===== src/rtl/mat_mult_param.sv =====
// NxN unsigned matrix multiplier: one DWxDW MAC per clock, result published after N^3 cycles.
// Optional sticky overrun flag when compiled with MAT_MULT_OVERRUN_EN.
module mat_mult_param #(
  parameter int N  = 2,
  parameter int DW = 2,
  parameter int RW = 2*DW + $clog2(N)
) (
  input  logic                 clk,
  input  logic                 rst,
  input  logic                 load_in,
  input  logic [N*N*DW-1:0]    a_flat,
  input  logic [N*N*DW-1:0]    b_flat,
  output logic                 ready,
  output logic [N*N*RW-1:0]    result_out,
  output logic                 valid
`ifdef MAT_MULT_OVERRUN_EN
  , output logic               overrun
`endif
);

  localparam int CW = $clog2(N);
  localparam logic [CW-1:0] LAST = CW'(N - 1);

  typedef enum logic [1:0] {IDLE, CALC, DONE} state_t;

  state_t              state;
  logic [N*N*DW-1:0]   a_q;
  logic [N*N*DW-1:0]   b_q;
  logic [CW-1:0]       i_q;
  logic [CW-1:0]       j_q;
  logic [CW-1:0]       k_q;
  logic [RW-1:0]       acc_q;
  logic [N*N*RW-1:0]   buf_q;
  logic [N*N*RW-1:0]   buf_next;
  logic [DW-1:0]       a_el;
  logic [DW-1:0]       b_el;
  logic [2*DW-1:0]     prod;
  logic [RW-1:0]       sum;

  assign ready = (state == IDLE);
  assign valid = (state == DONE);

  // buf_next carries the element finishing this cycle so the final copy to
  // result_out includes element (N-1,N-1) on the same edge.
  always_comb begin
    a_el     = a_q[(int'(i_q)*N + int'(k_q))*DW +: DW];
    b_el     = b_q[(int'(k_q)*N + int'(j_q))*DW +: DW];
    prod     = a_el * b_el;
    sum      = acc_q + RW'(prod);
    buf_next = buf_q;
    if (k_q == LAST)
      buf_next[(int'(i_q)*N + int'(j_q))*RW +: RW] = sum;
  end

  always_ff @(posedge clk) begin
    if (rst) begin
      state      <= IDLE;
      a_q        <= '0;
      b_q        <= '0;
      i_q        <= '0;
      j_q        <= '0;
      k_q        <= '0;
      acc_q      <= '0;
      buf_q      <= '0;
      result_out <= '0;
    end else begin
      case (state)
        IDLE: begin
          if (load_in) begin
            a_q   <= a_flat;
            b_q   <= b_flat;
            i_q   <= '0;
            j_q   <= '0;
            k_q   <= '0;
            acc_q <= '0;
            state <= CALC;
          end
        end
        CALC: begin
          buf_q <= buf_next;
          if (k_q == LAST) begin
            acc_q <= '0;
            k_q   <= '0;
            if (j_q == LAST) begin
              j_q <= '0;
              if (i_q == LAST) begin
                i_q        <= '0;
                result_out <= buf_next;
                state      <= DONE;
              end else begin
                i_q <= i_q + CW'(1);
              end
            end else begin
              j_q <= j_q + CW'(1);
            end
          end else begin
            acc_q <= sum;
            k_q   <= k_q + CW'(1);
          end
        end
        DONE:    state <= IDLE;
        default: state <= IDLE;
      endcase
    end
  end

`ifdef MAT_MULT_OVERRUN_EN
  always_ff @(posedge clk) begin
    if (rst)
      overrun <= 1'b0;
    else if (load_in && state != IDLE)
      overrun <= 1'b1;
  end
`endif

endmodule


===== config.mk =====
export PLATFORM = sky130hd
export DESIGN_NAME = mat_mult_param
export DESIGN_NICKNAME = d
export VERILOG_FILES = /design/src/rtl/mat_mult_param.sv
export SDC_FILE = /design/constraint.sdc
export NUM_CORES = 1
export LEC_CHECK = 0
export BUFFER_PORTS_ARGS = -buffer_cell sky130_fd_sc_hd__buf_2
export CAP_MARGIN = 20
export CORE_ASPECT_RATIO = 1.25
export CORE_MARGIN = 2
export CORE_UTILIZATION = 64
export CTS_BUF_LIST = sky130_fd_sc_hd__clkbuf_2 sky130_fd_sc_hd__clkbuf_4 sky130_fd_sc_hd__clkbuf_8
export DETAILED_ROUTE_END_ITERATION = 6
export GPL_TIMING_DRIVEN = 0
export PLACE_DENSITY = 0.92
export SLEW_MARGIN = 40
export SYNTH_ARGS = -nofsm -noshare
export SYNTH_HDL_FRONTEND = slang
export SYNTH_SLANG_ARGS = --single-unit
export TNS_END_PERCENT = 10

===== constraint.sdc =====
create_clock -name clk -period 7.2 [get_ports clk]
set_input_delay 2.16 -clock clk [delete_from_list [all_inputs] [get_ports clk]]
set_output_delay 2.16 -clock clk [all_outputs]
set_load 0.1 [all_outputs]

==> metrics.log <==
[metrics] library cell contributing the largest single delay on the critical path: sky130_fd_sc_hd__buf_2
[metrics] Num Clock Sinks: 66
[metrics] total number of yosys warnings: 0
[metrics] count of buffers added by post-CTS timing repair for setup: 0
[metrics] layout cell share with drive strength beyond 1: 0.190
[metrics] number of buffers inserted by hold repair at cts: 0
[metrics] DR vias: 2,781
[metrics] fraction of the yosys area taken by sequential cells: 0.441
[metrics] # DRC: 0
[metrics] most area-consuming cells after synthesis: sky130_fd_sc_hd__dfxtp_1 44%, sky130_fd_sc_hd__nor2_1 5.6%, sky130_fd_sc_hd__nand2_1 5.3%
[metrics] smallest setup slack after layout: 3.71 ns
[metrics] Congestion Overflow GR: 0
[metrics] vias per cell: around 6.2
[metrics] count of nets after finishing: 417
[metrics] startpoint of the tightest hold check path: b_q[2]
[metrics] Resized Gates After CTS: 0
[metrics] Total Neg Setup Slack: 0 ns
[metrics] placeable core region: 0.00446 sq mm
[metrics] top-area cell type share of the netlist area: 0.441
[metrics] vertical extent of the die: between 80 and 90 um
[metrics] cell at the root of the clock tree: sky130_fd_sc_hd__clkbuf_8
[metrics] number of setup violations in the final report: 0
[metrics] crit end category: output port
[metrics] leading cell types in the layout, fill and taps excluded: 66 x sky130_fd_sc_hd__dfxtp_1, 45 x sky130_fd_sc_hd__nor2_1, 45 x sky130_fd_sc_hd__buf_2
[metrics] number of DRC markers after the initial detailed-route iteration: 345
[metrics] path type of the worst min-delay path: flip-flop to flip-flop
[metrics] TritonCTS Buffers: 9
[metrics] Worst-Margin Slew: 0.844 ns
[metrics] arrival time at the worst endpoint: ~1.3 ns
[metrics] Core Rows: 27
[metrics] count of nets left with antenna violations after detail routing: 0
[metrics] post-detailed-placement cell area: roughly 0.0033 sq mm
[metrics] cells along the critical path: nor2b_1 > buf_2
[metrics] Total Routing Usage GR: 0.302
[metrics] utilization of the core after routing: 0.774
[metrics] most common cell after layout, fill and taps aside: sky130_fd_sc_hd__dfxtp_1
[metrics] pin count of the biggest net entering global routing: 11
[metrics] wirelength, routed: 7.23 mm
[metrics] wire length per cell after detailed routing: 16.2 um
[metrics] critical path's largest stage delay: 0.43 ns
[metrics] RSZ-0062 raised after global routing: false
[metrics] post-synthesis register bit count: 66
[metrics] RD Place Congestion: roughly 0.9
[metrics] status: completed
[metrics] worst-path fanout max: 5
[metrics] headroom to the max-slew limit: 0.435
[metrics] synthesized area per cell: 8.95 sq um
[metrics] total iterations of the first detailed-routing run: 5
[metrics] total power divided by cell area: ~210 mW/mm^2
[metrics] r2r worst-path depth: 11
[metrics] Crit Path Category: flip-flop to output port
[metrics] number of global-route vias before repair: 2,672
[metrics] reg-to-reg slack, setup: approximately 3.8 ns
[metrics] number of max-slew violations in the final report: 0
[metrics] number of nets produced by synthesis: roughly 370
[metrics] hold path cells: 2
[metrics] sink of the worst hold path: b_q[2]
[metrics] worst endpoint required time: 5.04 ns
[metrics] number of distinct library cells after synthesis: 39
[metrics] first-pass GRT wire length: roughly 12 mm
[metrics] Reg2Reg Capture Point: result_out[18]
[metrics] effective utilization at floorplan: 0.672
[metrics] CTS H-Tree Depth: 3
[metrics] die width: ~65 um
[metrics] type of origin of the critical path: flip-flop
[metrics] number of antenna violations at the first check in global routing: 0
[metrics] CTS tree: done
[metrics] # diodes: 0
[metrics] count of input and output buffers: 39
[metrics] cell count after synthesis: 335
[metrics] Final HPWL DP: 4.96 mm
[metrics] maximum number of buffers from clock root to sink: 2
[metrics] final hold viol count: 0
[metrics] Pleak: approximately 1.4 nW
[metrics] clock skew after layout: 0.00676 ns
[metrics] CP top delay family: buffers and inverters
[metrics] worst r2r src: k_q
[metrics] total die area: 0.00525 sq mm
[metrics] worst slack at placement: 3.84 ns
[metrics] worst voltage drop across the vdd grid: 0.000182 V
[metrics] Buf/Inv on CP: 1
[metrics] clock slew seen by the registers of the worst setup and hold paths: 0.07 ns
[metrics] P&R area growth vs syn: 15.2%
[metrics] Tmin final: 3.49 ns
[metrics] I/O pin count: 41
[metrics] final design area excluding fillers: 0.00345 sq mm
[metrics] Post-Synthesis Cell Area: 0.00300 sq mm
[metrics] maximum achievable frequency: 287 MHz
[metrics] clock latency on the worst-skew pair: around 0.35 ns
[metrics] Tcrit/Tclk final: 0.485
[metrics] count of max-cap constraint violations: 0
[metrics] cell type with the largest total area after synthesis: sky130_fd_sc_hd__dfxtp_1
## sequential cells by signal, summed over array words and instances, names as in the netlist
name,count
buf_q,20
result_out,20
a_q,8
b_q,8
acc_q,5
state,2
i_q,1
j_q,1
k_q,1
## final cells by class
class | instances | area (sq um)
sequential | 66 | 1320
timing repair buffer | 39 | 195
buffer | 26 | 120
inverter | 7 | 26.3
clock inverter | 2 | 10.0
clock buffer | 13 | 179
fill | 306 | 1010
multi-input combinational | 236 | 1530
tap | 58 | 72.6
## power by group
part	switching (mW)	internal, mW
clock	0.134	0.159
combinational	0.0416	0.0193
sequential	0.00377	0.372
## cell families (layout without fill, tap and decap cells)
group,Yosys count,in the layout,synth area share
fa+ha+maj,13,13,0.0593
flops,66,66,0.441
simple gates,147,147,0.249
mux,4,4,0.0338
compound gates,71,71,0.165
buf+inv,33,87,0.0489
xor+xnor,1,1,0.00292
## through the flow
stage | hold slack, ns | total power [mW] | cells
after detailed placement | 0.443 | 0.443 | 432
after CTS | 0.452 | 0.730 | 447
after global routing | 0.482 | 0.755 | 447
after global placement | 0.438 | 0.441 | 432
after floorplan | 0.432 | 0.425 | 335
final | 0.454 | 0.730 | 447
## how the worst max path moves through the flow
stage | from | endpoint | depth (start not counted) | slack, ns
2_1_floorplan | state[1] | valid | 1 | 3.31
3_3_place_gp | load_in | a_q[2] | 5 | 3.87
3_5_place_dp | load_in | a_q[0] | 5 | 3.84
4_1_cts | state[1] | valid | 2 | 3.71
5_1_grt | k_q | result_out[8] | 11 | 3.57
6_report | state[1] | valid | 2 | 3.71
## synthesized netlist by cell type
cell type / count
sky130_fd_sc_hd__dfxtp_1: 66
sky130_fd_sc_hd__a211oi_1: 2
sky130_fd_sc_hd__or3_2: 1
sky130_fd_sc_hd__nand2_2: 2
sky130_fd_sc_hd__clkbuf_1: 18
sky130_fd_sc_hd__nand2b_1: 3
sky130_fd_sc_hd__mux4_1: 3
sky130_fd_sc_hd__a311oi_1: 2
sky130_fd_sc_hd__nand2_1: 42
sky130_fd_sc_hd__xor2_1: 1
sky130_fd_sc_hd__nor2_1: 45
sky130_fd_sc_hd__mux4_2: 1
sky130_fd_sc_hd__or3_1: 1
sky130_fd_sc_hd__nor3_1: 16
sky130_fd_sc_hd__o21ai_0: 1
sky130_fd_sc_hd__nor2b_1: 2
sky130_fd_sc_hd__a21o_1: 1
sky130_fd_sc_hd__nand3_2: 2
sky130_fd_sc_hd__and3_1: 3
sky130_fd_sc_hd__a31oi_1: 1
sky130_fd_sc_hd__nor2_2: 1
sky130_fd_sc_hd__fa_1: 2
sky130_fd_sc_hd__nor4b_4: 3
sky130_fd_sc_hd__nand2_4: 1
sky130_fd_sc_hd__a221oi_1: 16
sky130_fd_sc_hd__buf_2: 6
sky130_fd_sc_hd__nand3b_1: 4
sky130_fd_sc_hd__and2_1: 2
sky130_fd_sc_hd__ha_1: 11
sky130_fd_sc_hd__nor4_1: 1
sky130_fd_sc_hd__a21oi_1: 30
sky130_fd_sc_hd__a32oi_1: 17
sky130_fd_sc_hd__nand4_1: 4
sky130_fd_sc_hd__buf_6: 2
sky130_fd_sc_hd__nor3b_2: 1
sky130_fd_sc_hd__nand3_1: 12
sky130_fd_sc_hd__or4_1: 1
sky130_fd_sc_hd__o21ai_1: 1
sky130_fd_sc_hd__inv_1: 7
## per-layer routing
| metal | GRT usage | share of wire | vias to the layer above |
|---|---|---|---|
| met1 | 0.342 | 0.38 | 1294 |
| li1 | - | - | 1302 |
| met3 | 0.0630 | 0.086 | 28 |
| met5 | 0 | 0 | - |
| met4 | 0.185 | 0.034 | 0 |
| met2 | 0.514 | 0.50 | 157 |
## worst register-to-register path, stage by stage, from the launching register on
cell	delay [ns]
sky130_fd_sc_hd__dfxtp_1	0.33
sky130_fd_sc_hd__buf_6	0.14
sky130_fd_sc_hd__buf_2	0.27
sky130_fd_sc_hd__mux4_1	0.23
sky130_fd_sc_hd__nand2_1	0.08
sky130_fd_sc_hd__fa_1	0.50
sky130_fd_sc_hd__inv_1	0.04
sky130_fd_sc_hd__ha_1	0.22
sky130_fd_sc_hd__fa_1	0.39
sky130_fd_sc_hd__xor2_1	0.68
sky130_fd_sc_hd__a221oi_1	0.23
sky130_fd_sc_hd__nor3_1	0.20
Power figures use the tool's default switching activity.
